$ cat src/rtl/colour_mode_ctrl.sv
// Button-driven colour-mode / bypass selector for the colour_change datapath.
// Presses are debounced and accumulated as a pending change that is committed on the next vsync rising edge.
module colour_mode_ctrl #(
  parameter int DB_CNT    = 250000,
  parameter int DB_W      = 18,
  parameter int NUM_MODES = 6
) (
  input  logic       clk,
  input  logic       n_rst,
  input  logic [3:0] btn,
  input  logic       i_vid_vsync,
  output logic [2:0] o_mode,
  output logic       o_bypass,
  output logic       o_update,
  output logic       o_pending
);

  typedef enum logic [1:0] {IDLE, PENDING, COMMIT} state_t;

  logic [3:0] sync1_reg, sync2_reg;
  logic [3:0] level, level_q_reg;
  logic [3:0] press;
  logic       vsync_q_reg;
  logic       vs_rise;

  state_t     state_reg, state_next;
  logic [2:0] pm_reg, pm_next, pm_adj;
  logic       pb_reg, pb_next, pb_adj;
  logic [2:0] mode_reg;
  logic       bypass_reg;
  logic       update_reg;

  always_ff @(posedge clk or negedge n_rst) begin
    if (!n_rst) begin
      sync1_reg   <= '0;
      sync2_reg   <= '0;
      level_q_reg <= '0;
      vsync_q_reg <= 1'b0;
    end else begin
      sync1_reg   <= btn;
      sync2_reg   <= sync1_reg;
      level_q_reg <= level;
      vsync_q_reg <= i_vid_vsync;
    end
  end

  // Level follows the synchronised input only after DB_CNT consecutive disagreeing cycles.
  generate
    for (genvar gi = 0; gi < 4; gi++) begin : g_debounce
      logic [DB_W-1:0] cnt_reg;
      logic            lvl_reg;

      always_ff @(posedge clk or negedge n_rst) begin
        if (!n_rst) begin
          cnt_reg <= '0;
          lvl_reg <= 1'b0;
        end else if (sync2_reg[gi] == lvl_reg) begin
          cnt_reg <= '0;
        end else if (cnt_reg == DB_W'(DB_CNT - 1)) begin
          cnt_reg <= '0;
          lvl_reg <= sync2_reg[gi];
        end else begin
          cnt_reg <= cnt_reg + 1'b1;
        end
      end

      assign level[gi] = lvl_reg;
    end
  endgenerate

  assign press   = level & ~level_q_reg;
  assign vs_rise = i_vid_vsync & ~vsync_q_reg;

  // Pending value with this cycle's presses applied; press[3] wins over everything.
  always_comb begin
    pm_adj = pm_reg;
    pb_adj = pb_reg;
    if (press[3]) begin
      pm_adj = 3'd0;
      pb_adj = 1'b0;
    end else begin
      if (press[0] && !press[1]) begin
        pm_adj = (pm_reg == 3'(NUM_MODES - 1)) ? 3'd0 : pm_reg + 3'd1;
      end else if (press[1] && !press[0]) begin
        pm_adj = (pm_reg == 3'd0) ? 3'(NUM_MODES - 1) : pm_reg - 3'd1;
      end
      if (press[2]) begin
        pb_adj = ~pb_reg;
      end
    end
  end

  always_comb begin
    state_next = state_reg;
    pm_next    = pm_reg;
    pb_next    = pb_reg;
    case (state_reg)
      IDLE: begin
        if (|press) begin
          state_next = PENDING;
          pm_next    = pm_adj;
          pb_next    = pb_adj;
        end
      end
      PENDING: begin
        pm_next = pm_adj;
        pb_next = pb_adj;
        if (vs_rise) begin
          state_next = COMMIT;
        end
      end
      COMMIT: begin
        pm_next    = pm_adj;
        pb_next    = pb_adj;
        state_next = (|press) ? PENDING : IDLE;
      end
      default: state_next = IDLE;
    endcase
  end

  always_ff @(posedge clk or negedge n_rst) begin
    if (!n_rst) begin
      state_reg  <= IDLE;
      pm_reg     <= 3'd0;
      pb_reg     <= 1'b0;
      mode_reg   <= 3'd0;
      bypass_reg <= 1'b0;
      update_reg <= 1'b0;
    end else begin
      state_reg  <= state_next;
      pm_reg     <= pm_next;
      pb_reg     <= pb_next;
      update_reg <= (state_reg == COMMIT);
      if (state_reg == COMMIT) begin
        mode_reg   <= pm_reg;
        bypass_reg <= pb_reg;
      end
    end
  end

  // o_update is registered so it is high in the same cycle the new values first appear.
  assign o_mode    = mode_reg;
  assign o_bypass  = bypass_reg;
  assign o_update  = update_reg;
  assign o_pending = (state_reg == PENDING);

endmodule

$ cat config.mk
export PLATFORM = sky130hd
export DESIGN_NAME = colour_mode_ctrl
export DESIGN_NICKNAME = d
export VERILOG_FILES = /design/src/rtl/colour_mode_ctrl.sv
export SDC_FILE = /design/constraint.sdc
export NUM_CORES = 1
export LEC_CHECK = 0
export CAP_MARGIN = 20
export CORE_ASPECT_RATIO = 1.2
export CORE_MARGIN = 3
export CORE_UTILIZATION = 45
export DETAILED_ROUTE_END_ITERATION = 16
export SYNTH_ARGS = -nofsm -noshare
export SYNTH_HDL_FRONTEND = slang
export SYNTH_SLANG_ARGS = --single-unit
$ cat constraint.sdc
create_clock -name clk -period 5 [get_ports clk]
set_clock_uncertainty 0.15 [all_clocks]
set_input_delay 0.5 -clock clk [delete_from_list [all_inputs] [get_ports clk]]
set_output_delay 0.5 -clock clk [all_outputs]
set_load 0.005 [all_outputs]
* After elaboration in Yosys (flattened, before gate mapping)
Cells that the tools add are included.
Word-level totals: input bits 7, word-level logic and storage cells 84, register bits after elaboration 100
Cells by class: reductions and logical operators 15, equal/unequal tests 13, multiplexer cells 23, bitwise operators 9, $add $sub $neg 6
Operator list (count):
- $mux 18 | 8
- $add 18x1->18 const B | 4
- $eq 18x18->1 const B | 4
- $mux 3 | 6
- $reduce_and 2->1 | 6
- $not 1->1 | 6
- $pmux 2 s3 | 1
- $pmux 3 s2 | 1
- $and 4x4->4 | 1
- $eq 1x1->1 | 4
- $mux 1 | 4
- $mux 2 | 2
- $not 4->4 | 1
- $reduce_or 4->1 | 1
- $add 3x1->3 const B | 1
- $eq 3x3->1 const B | 1
- $logic_not 3->1 | 1
- $sub 3x1->3 const B | 1
- $eq 2x1->1 const B | 1
- $eq 2x2->1 const B | 1
- $logic_and 1x1->1 | 2
- $logic_not 1->1 | 2
- $logic_not 2->1 | 1
- $ne 2x1->1 const B | 1
- 5 further kinds | 5

* Depth between registers and ports, before layout
Gate-level depths: netlist of the first run.
word-level depth 9, depth in mapped cells 6, gate-level depth less buffers 5

* Worst setup path before layout of the first run
Ideal clock, no wire load.
path kind reg-to-reg, from register g_debounce[0].cnt_reg[0], to register g_debounce[0].cnt_reg[10], arrival time 1.638 ns, clock period less this slack 1.910 ns, path buffers 1, cell stages (with the launch flop) 7, library setup time 0.121 ns, required time 4.729 ns, path slack 3.090 ns, cells stage by stage dfrtp_1 ha_1 nand3_1 or3_1 o21ai_2 buf_2 nor2_1
On the way: longest elaborated chain between the ends 3, elaborated cells between the ends (all ways) 4, classes of those cells add/sub (1); eq/ne (1); mux (2)
RTL lines:
- from (decl) | line 50 | logic [DB_W-1:0] cnt_reg;
- from (signal assigned) | line 63 | cnt_reg <= cnt_reg + 1'b1;
- $add 18x1->18 or $eq 18x18->1 (tied branches) | line 63, 59
- $mux 18 * | line 59 | end else if (cnt_reg == DB_W'(DB_CNT - 1)) begin
- $mux 18 * | line 57 | end else if (sync2_reg[gi] == lvl_reg) begin
Every way passes the cells marked *; elsewhere a longest branch is shown, timed or not. A chain may end at the register's enable or synchronous reset.

* Final worst setup path of the first run
from register g_debounce[1].cnt_reg[10], to register g_debounce[1].cnt_reg[7]
On the way: longest elaborated chain between the ends 3
RTL lines (line):
- from (decl) | 50
- from (signal assigned) | 63
- $eq 18x18->1 | 59
- $mux 18 | 59
- $mux 18 | 57
No other way between the ends.

==> results.tsv, run 1 <==
stage	metric	value	unit
clock_tree	cts hold-fix bufs	0	
worst_hold_path	HP Class	input port to async pin	
drt	remaining antenna violation count after routing	0	
layout	FILL cells	912	
timing	relative slew slack	0.348	
clock_tree	H-tree Lvls	3	
layout	share of layout cells above drive strength 1	0.0716	
die	# rows	40	
drt	Iteration-0 DRC Markers	72	
drt	TritonRoute pass-1 iters	4	
place	dpl cells	588	
clock_tree	total CTS buffers	9	
grt	Total GRT Usage	0.157	
timing	final cycle utilization of the critical path	0.459	
power	Static Leak	2.17	nW
layout	Syn-to-layout area delta	10.7	%
synthesis	sequential fraction of the synthesis area	0.526	
layout	multi-input logic area	2160	µm²
synthesis	post-synthesis mux area share	0.0166	
synthesis	adder-cell share of the synthesized area	0.0105	
die	Chip Height	119	µm
timing	Worst-Margin Slew	975	ps
layout	final instance count without filler cells	601	
timing	max-slew violations	0	
timing	FMAX	436	MHz
synthesis	average size of a mapped cell	10.4	µm²
die	Ports	13	
layout	Ant. Diodes	0	
setup_path	WP data required	5030	ps
clock_tree	TritonCTS clock tree	yes	
synthesis	synth top area cells	dfrtp_1 53%, xnor2_1 7.7%, nor2_1 6.0%	
synthesis	syn_nets	468	
grt	largest net degree at the start of global routing	55	
grt	number of global-route vias before repair	3360	
die	Core Footprint	10200	µm²
clock_tree	Worst-path clk slew	60	ps
synthesis	share of the synthesized area in the top cell type	0.526	
timing	final hold viol count	0	
setup_path	CP Class	flip-flop to flip-flop	
drt	residual DRC count	0	
clock_tree	Post-CTS Setup Inserts	0	
layout	Nets	484	
synthesis	Synth Warn #	0	
synthesis	synthesized cell area	4760	µm²
die	die area	11800	µm²
drt	Routed WL	8360	µm
setup_path	Setup crit end kind	flip-flop	
place	Setup WS pre-CTS	2660	ps
setup_path	worst-path maximum fanout	18	
clock_tree	CTS Sinks	100	
grt	first-pass GRT wire length	15200	µm
layout	Seq. cell area	2500	µm²
synthesis	Synth Area in Simple Gates	0.260	
drt	drt wl/cell	13.9	µm
synthesis	post-synthesis xor/xnor area fraction	0.112	
timing	Final Setup Violations	0	
synthesis	Synth Area in Compound Gates	0.0552	
timing	TNS Setup	0	ps
die	Die Wd	99.9	µm
layout	max FFs per register	72	
setup_path	Critical Path Start Type	flip-flop	
status	status	finished, final reports clean	
power	Peak VDD IR	145	µV
place	global placement routability congestion	0.866	
synthesis	area leader, netlist	dfrtp_1	
power	PwrDens	285	nW/µm²
clock_tree	Max Root-Sink Buffers	2	
drt	via density per instance	5.44	
timing	min Tclk post-route	2290	ps
grt	initial antenna violation count	0	
clock_tree	CTS resizes	0	
synthesis	Syn Inst Count	457	
timing	RSZ-0062 raised after global routing	false	
synthesis	#FFs+latches synth	100	
place	IO Port Bufs	12	
timing	final worst slack	2710	ps
clock_tree	Clock Root Buffer	clkbuf_16	
grt	total gr overflow	0	
setup_path	CP Data Arrival Time	2320	ps
synthesis	distinct cell type count after synthesis	48	
clock_tree	worst-skew pair later-pin latency	330	ps
run	maxcap violations	0	
place	HPWL Detailed	5620	µm
die	Initial Utilization	0.468	
drt	via count	3270	
synthesis	largest family of logic cells by synthesized area	simple AND/OR/NAND/NOR gates	
[synth_stat cells, drive strengths merged]
| cell | instances |
|---|---|
| nand4b | 2 |
| ha | 4 |
| o21ai | 13 |
| nor2b | 4 |
| or3 | 6 |
| xor2 | 19 |
| nand3 | 25 |
| a211oi | 1 |
| nor4b | 3 |
| mux2 | 7 |
| nor3 | 13 |
| xnor2 | 42 |
| or4 | 3 |
| o21a | 1 |
| nand2b | 4 |
| and3 | 3 |
| and2 | 1 |
| nand3b | 2 |
| a21oi | 10 |
| o2111a | 1 |
| clkbuf | 5 |
| buf | 4 |
| o211ai | 2 |
| and4bb | 1 |
| and4 | 8 |
| nor2 | 76 |
| dfrtp | 100 |
| o31ai | 2 |
| nor3b | 2 |
| o41ai | 2 |
| a21o | 1 |
| inv | 14 |
| nand4 | 23 |
| a211o | 1 |
| a31oi | 2 |
| nor4 | 22 |
| nand2 | 26 |
| or4b | 2 |
[layout by cell type (no fill, tap or decap), types with 2 or more instances in the layout]
cell	n
dfrtp_1	100
nor2_1	76
xnor2_1	42
nand2_1	26
nand3_1	25
nor4_1	22
nand4_1	20
xor2_1	19
inv_1	14
nor3_1	13
o21ai_0	11
clkdlybuf4s50_1	11
a21oi_1	9
clkbuf_16	9
and4_1	8
mux2_2	7
nor2b_1	4
or3_1	4
nand2b_1	4
ha_1	4
nand4_4	3
and3_1	3
nand3b_1	2
o41ai_4	2
or3_4	2
nor4b_1	2
nand4b_1	2
o31ai_1	2
or4_1	2
o211ai_1	2
nor3b_1	2
a31oi_1	2
buf_4	2
[power breakdown]
group | internal (mW) | switching (mW) | total, mW
registers | 0.820 | 0.0100 | 0.831
logic | 0.0153 | 0.0337 | 0.0490
clock network | 0.343 | 0.279 | 0.622
total | 1.18 | 0.323 | 1.50
[area by class of cell]
class / count / area share
sequential: 100 / 0.475
multi-input combinational: 334 / 0.410
clock buffer: 11 / 0.0461
tap: 126 / 0.0299
timing repair buffer: 14 / 0.0259
inverter: 14 / 0.00998
clock inverter: 2 / 0.00261
[worst max-delay path, cell delays in order (launching register included)]
cell	delay, ps
dfrtp_1	440
nor4_1	320
nand2_1	180
o41ai_4	930
nor2_1	120
[routing by layer]
layer / up-vias / share of wire / track usage / routed length, µm
met5: - / 0 / 0 / 0
met4: 0 / 0.026 / 0.0734 / 216
met3: 19 / 0.018 / 0.0272 / 152
met2: 32 / 0.48 / 0.251 / 4020
met1: 1580 / 0.47 / 0.205 / 3970
li1: 1639 / - / - / -
[logic make-up (layout without fill, tap and decap cells)]
family                     count (synthesis)  count (layout)
muxes                                      7               7
DFF                                      100             100
xor gates and xnor gates                  61              61
AOI/OAI and AO/OA                         36              36
and+or+nand+nor                          226             226
buffers and inverters                     23              41
adders and majority gates                  4               4
[through the flow]
| stage | util | hold WS, ps | power (mW) | area (µm²) |
|---|---|---|---|---|
| floorplan | - | 54.4 | 0.868 | 4760 |
| global placement | 0.492 | 183 | 0.895 | 5000 |
| detailed placement | 0.493 | 185 | 0.897 | 5010 |
| CTS | 0.518 | 53.7 | 1.52 | 5270 |
| global route | 0.518 | 67.9 | 1.56 | 5270 |
| finish | 0.518 | 25.3 | 1.50 | 5270 |
[final timing paths]
check                                                    start                                  end  depth (start not counted)  slack [ps]
min reg2reg                             sync1_reg[0]$_DFF_PN0_               sync2_reg[0]$_DFF_PN0_                          0         200
max reg2reg                g_debounce[1].cnt_reg[10]$_DFF_PN0_   g_debounce[1].cnt_reg[7]$_DFF_PN0_                          4        2710
min                                                      n_rst  g_debounce[1].cnt_reg[13]$_DFF_PN0_                          1          30
max in group asynchronous                                n_rst   g_debounce[3].cnt_reg[6]$_DFF_PN0_                          2        3580
max                        g_debounce[1].cnt_reg[10]$_DFF_PN0_   g_debounce[1].cnt_reg[7]$_DFF_PN0_                          4        2710
min in group clk                        sync1_reg[0]$_DFF_PN0_               sync2_reg[0]$_DFF_PN0_                          0         200
Power figures use the tool's default switching activity.
==> inputs of run 2 (changes only) <==
==> constraint.sdc (replaced) <==
create_clock -name clk -period 2.21 [get_ports clk]
set_clock_uncertainty 0.15 [all_clocks]
set_input_delay 0.221 -clock clk [delete_from_list [all_inputs] [get_ports clk]]
set_output_delay 0.221 -clock clk [all_outputs]
set_load 0.005 [all_outputs]
==> run 2 against run 1 <==
  * First-iteration DRC count up 39%
  * Global-route usage is essentially flat
  * Setup slack got worse by 2400 ps
  * Clock-buffer cell count unchanged
  * Largest cell class unchanged
  * Largest power group unchanged
==> results.tsv, run 2 (synthesis results as in run 1) <==
stage	metric	value	unit	change
status	status	finished, final reports clean		
layout	Syn-to-layout area delta	12.5	%	
clock_tree	worst-skew pair later-pin latency	340	ps	about the same
timing	final hold viol count	0		unchanged
layout	max FFs per register	72		unchanged
power	PwrDens	652	nW/µm²	+130%
layout	post-route design area	5360	µm²	+1.7%
clock_tree	Clock Root Buffer	clkbuf_16		
grt	number of global-route vias before repair	3340		-0.60%
clock_tree	H-tree Lvls	3		unchanged
timing	min Tclk post-route	1920	ps	-371 ps
layout	final core occ	0.527		+0.00874
timing	relative slew slack	0.667		+0.319
drt	remaining antenna violation count after routing	0		unchanged
run	maxcap violations	0		unchanged
setup_path	Critical Path Start Type	flip-flop		
setup_path	WP data required	2330	ps	-2700 ps
grt	met2 Track Usage GR	0.255		+0.00376
grt	largest net degree at the start of global routing	51		-7.3%
setup_path	CP Data Arrival Time	2040	ps	-280 ps
layout	Ant. Diodes	0		unchanged
grt	Total GRT Usage	0.157		+0.000398
drt	TritonRoute pass-1 iters	4		unchanged
grt	first-pass GRT wire length	15300	µm	+0.45%
timing	max-slew violations	0		unchanged
power	Static Leak	2.22	nW	+2.3%
drt	Routed WL	8430	µm	+0.81%
layout	share of layout cells above drive strength 1	0.0888		+0.0173
setup_path	Reg-to-Reg Start	g_debounce[1].cnt_reg[5]$_DFF_PN0_		
grt	total gr overflow	0		unchanged
drt	via count	3336		+2.0%
place	global placement routability congestion	0.869		+0.27%
timing	final cycle utilization of the critical path	0.870		+0.411
drt	residual DRC count	0		unchanged
die	Initial Utilization	0.468		unchanged
grt	met3 Track Usage GR	0.0319		+0.00472
timing	RSZ-0062 raised after global routing	false		
timing	Min Hold Slack	166	ps	+140 ps
timing	Worst-Margin Slew	499	ps	-476 ps
worst_hold_path	Hold Startpoint	btn[0]		
timing	FMAX	520	MHz	+19%
grt	met1 usage	0.202		-0.00269
die	# rows	40		unchanged
clock_tree	TritonCTS clock tree	yes		
die	die area	11800	µm²	unchanged
die	Ports	13		unchanged
layout	most frequent cells in the layout	100 x dfrtp_1, 76 x nor2_1, 42 x xnor2_1		
clock_tree	Max Root-Sink Buffers	2		unchanged
timing	TNS Setup	0	ps	unchanged
clock_tree	Post-CTS Setup Inserts	0		unchanged
clock_tree	Worst-path clk slew	70	ps	about the same
die	Core Footprint	10200	µm²	unchanged
setup_path	Setup crit end kind	flip-flop		
power	Peak VDD IR	297	µV	+100%
timing	Final Setup Violations	0		unchanged
drt	Iteration-0 DRC Markers	100		+39%
grt	grt peak-use layer	met2		
power	Power Total	3.49	mW	+130%
layout	most common cell after layout, fill and taps aside	dfrtp_1		
die	Chip Height	119	µm	unchanged
clock_tree	total CTS buffers	9		unchanged
grt	initial antenna violation count	0		unchanged
place	HPWL Detailed	5930	µm	+5.6%
clock_tree	CTS Sinks	100		unchanged
setup_path	CP Class	flip-flop to flip-flop		
die	Die Wd	99.9	µm	unchanged
place	IO Port Bufs	12		unchanged
setup_path	Critical Path Start	g_debounce[1].cnt_reg[5]$_DFF_PN0_		
drt	drt wl/cell	13.8	µm	-0.67%
place	Placed Area	5060	µm²	+0.92%
setup_path	worst-path maximum fanout	7		-11
layout	Nets	490		+1.2%
worst_hold_path	HP Class	input port to flip-flop		
drt	via density per instance	5.47		+0.51%
==> run 2: timing repair <==
action,in CTS,in global routing
hold endpoints to repair,24,0
resized for setup,0,0
hold buffers,1,0
==> run 2: worst paths after layout <==
| check | end | slack, ps | cells after the start |
|---|---|---|---|
| min in group asynchronous | g_debounce[1].cnt_reg[17]$_DFF_PN0_ | 180 | 2 |
| hold reg to reg | sync2_reg[1]$_DFF_PN0_ | 200 | 0 |
| max in group asynchronous | g_debounce[3].cnt_reg[16]$_DFF_PN0_ | 1060 | 3 |
| hold / removal | sync1_reg[0]$_DFF_PN0_ | 170 | 1 |
| setup / recovery | g_debounce[1].cnt_reg[15]$_DFF_PN0_ | 290 | 4 |
| setup reg to reg | g_debounce[1].cnt_reg[15]$_DFF_PN0_ | 290 | 4 |
==> run 2: layout make-up <==
cell class	instances	area (µm²)
sequential	100	2500
timing repair buffer	20	193
tap	126	158
clock buffer	11	253
clock inverter	5	36.3
multi-input combinational	334	2160
inverter	14	52.6
fill	893	4800
==> run 2: metrics by stage <==
| step | std cells | worst slack, ps |
|---|---|---|
| 2_1_floorplan | 457 | 300 |
| 3_3_place_gp | 593 | 318 |
| 3_5_place_dp | 593 | 289 |
| 4_1_cts | 610 | 269 |
| 5_1_grt | 610 | 126 |
| 6_report | 610 | 288 |
==> run 2: per-layer routing <==
layer,up-vias,wire length [µm]
li1,1660,-
met1,1617,3950
met2,40,4060
met3,19,202
met4,0,208
met5,-,0
==> run 2: worst max-delay path: stages (launching register included) <==
cell and delay, ps:
dfrtp_1 500, nand4_4 160, or3_4 420, or4b_1 470
a21oi_1 150
==> run 2: power by group <==
| group | internal, mW | leakage (nW) | switching, mW |
|---|---|---|---|
| Sequential | 1.86 | 1.37 | 0.0221 |
| Combinational | 0.0432 | 0.705 | 0.0766 |
| Clock | 0.827 | 0.145 | 0.670 |
| Total | 2.73 | 2.22 | 0.768 |
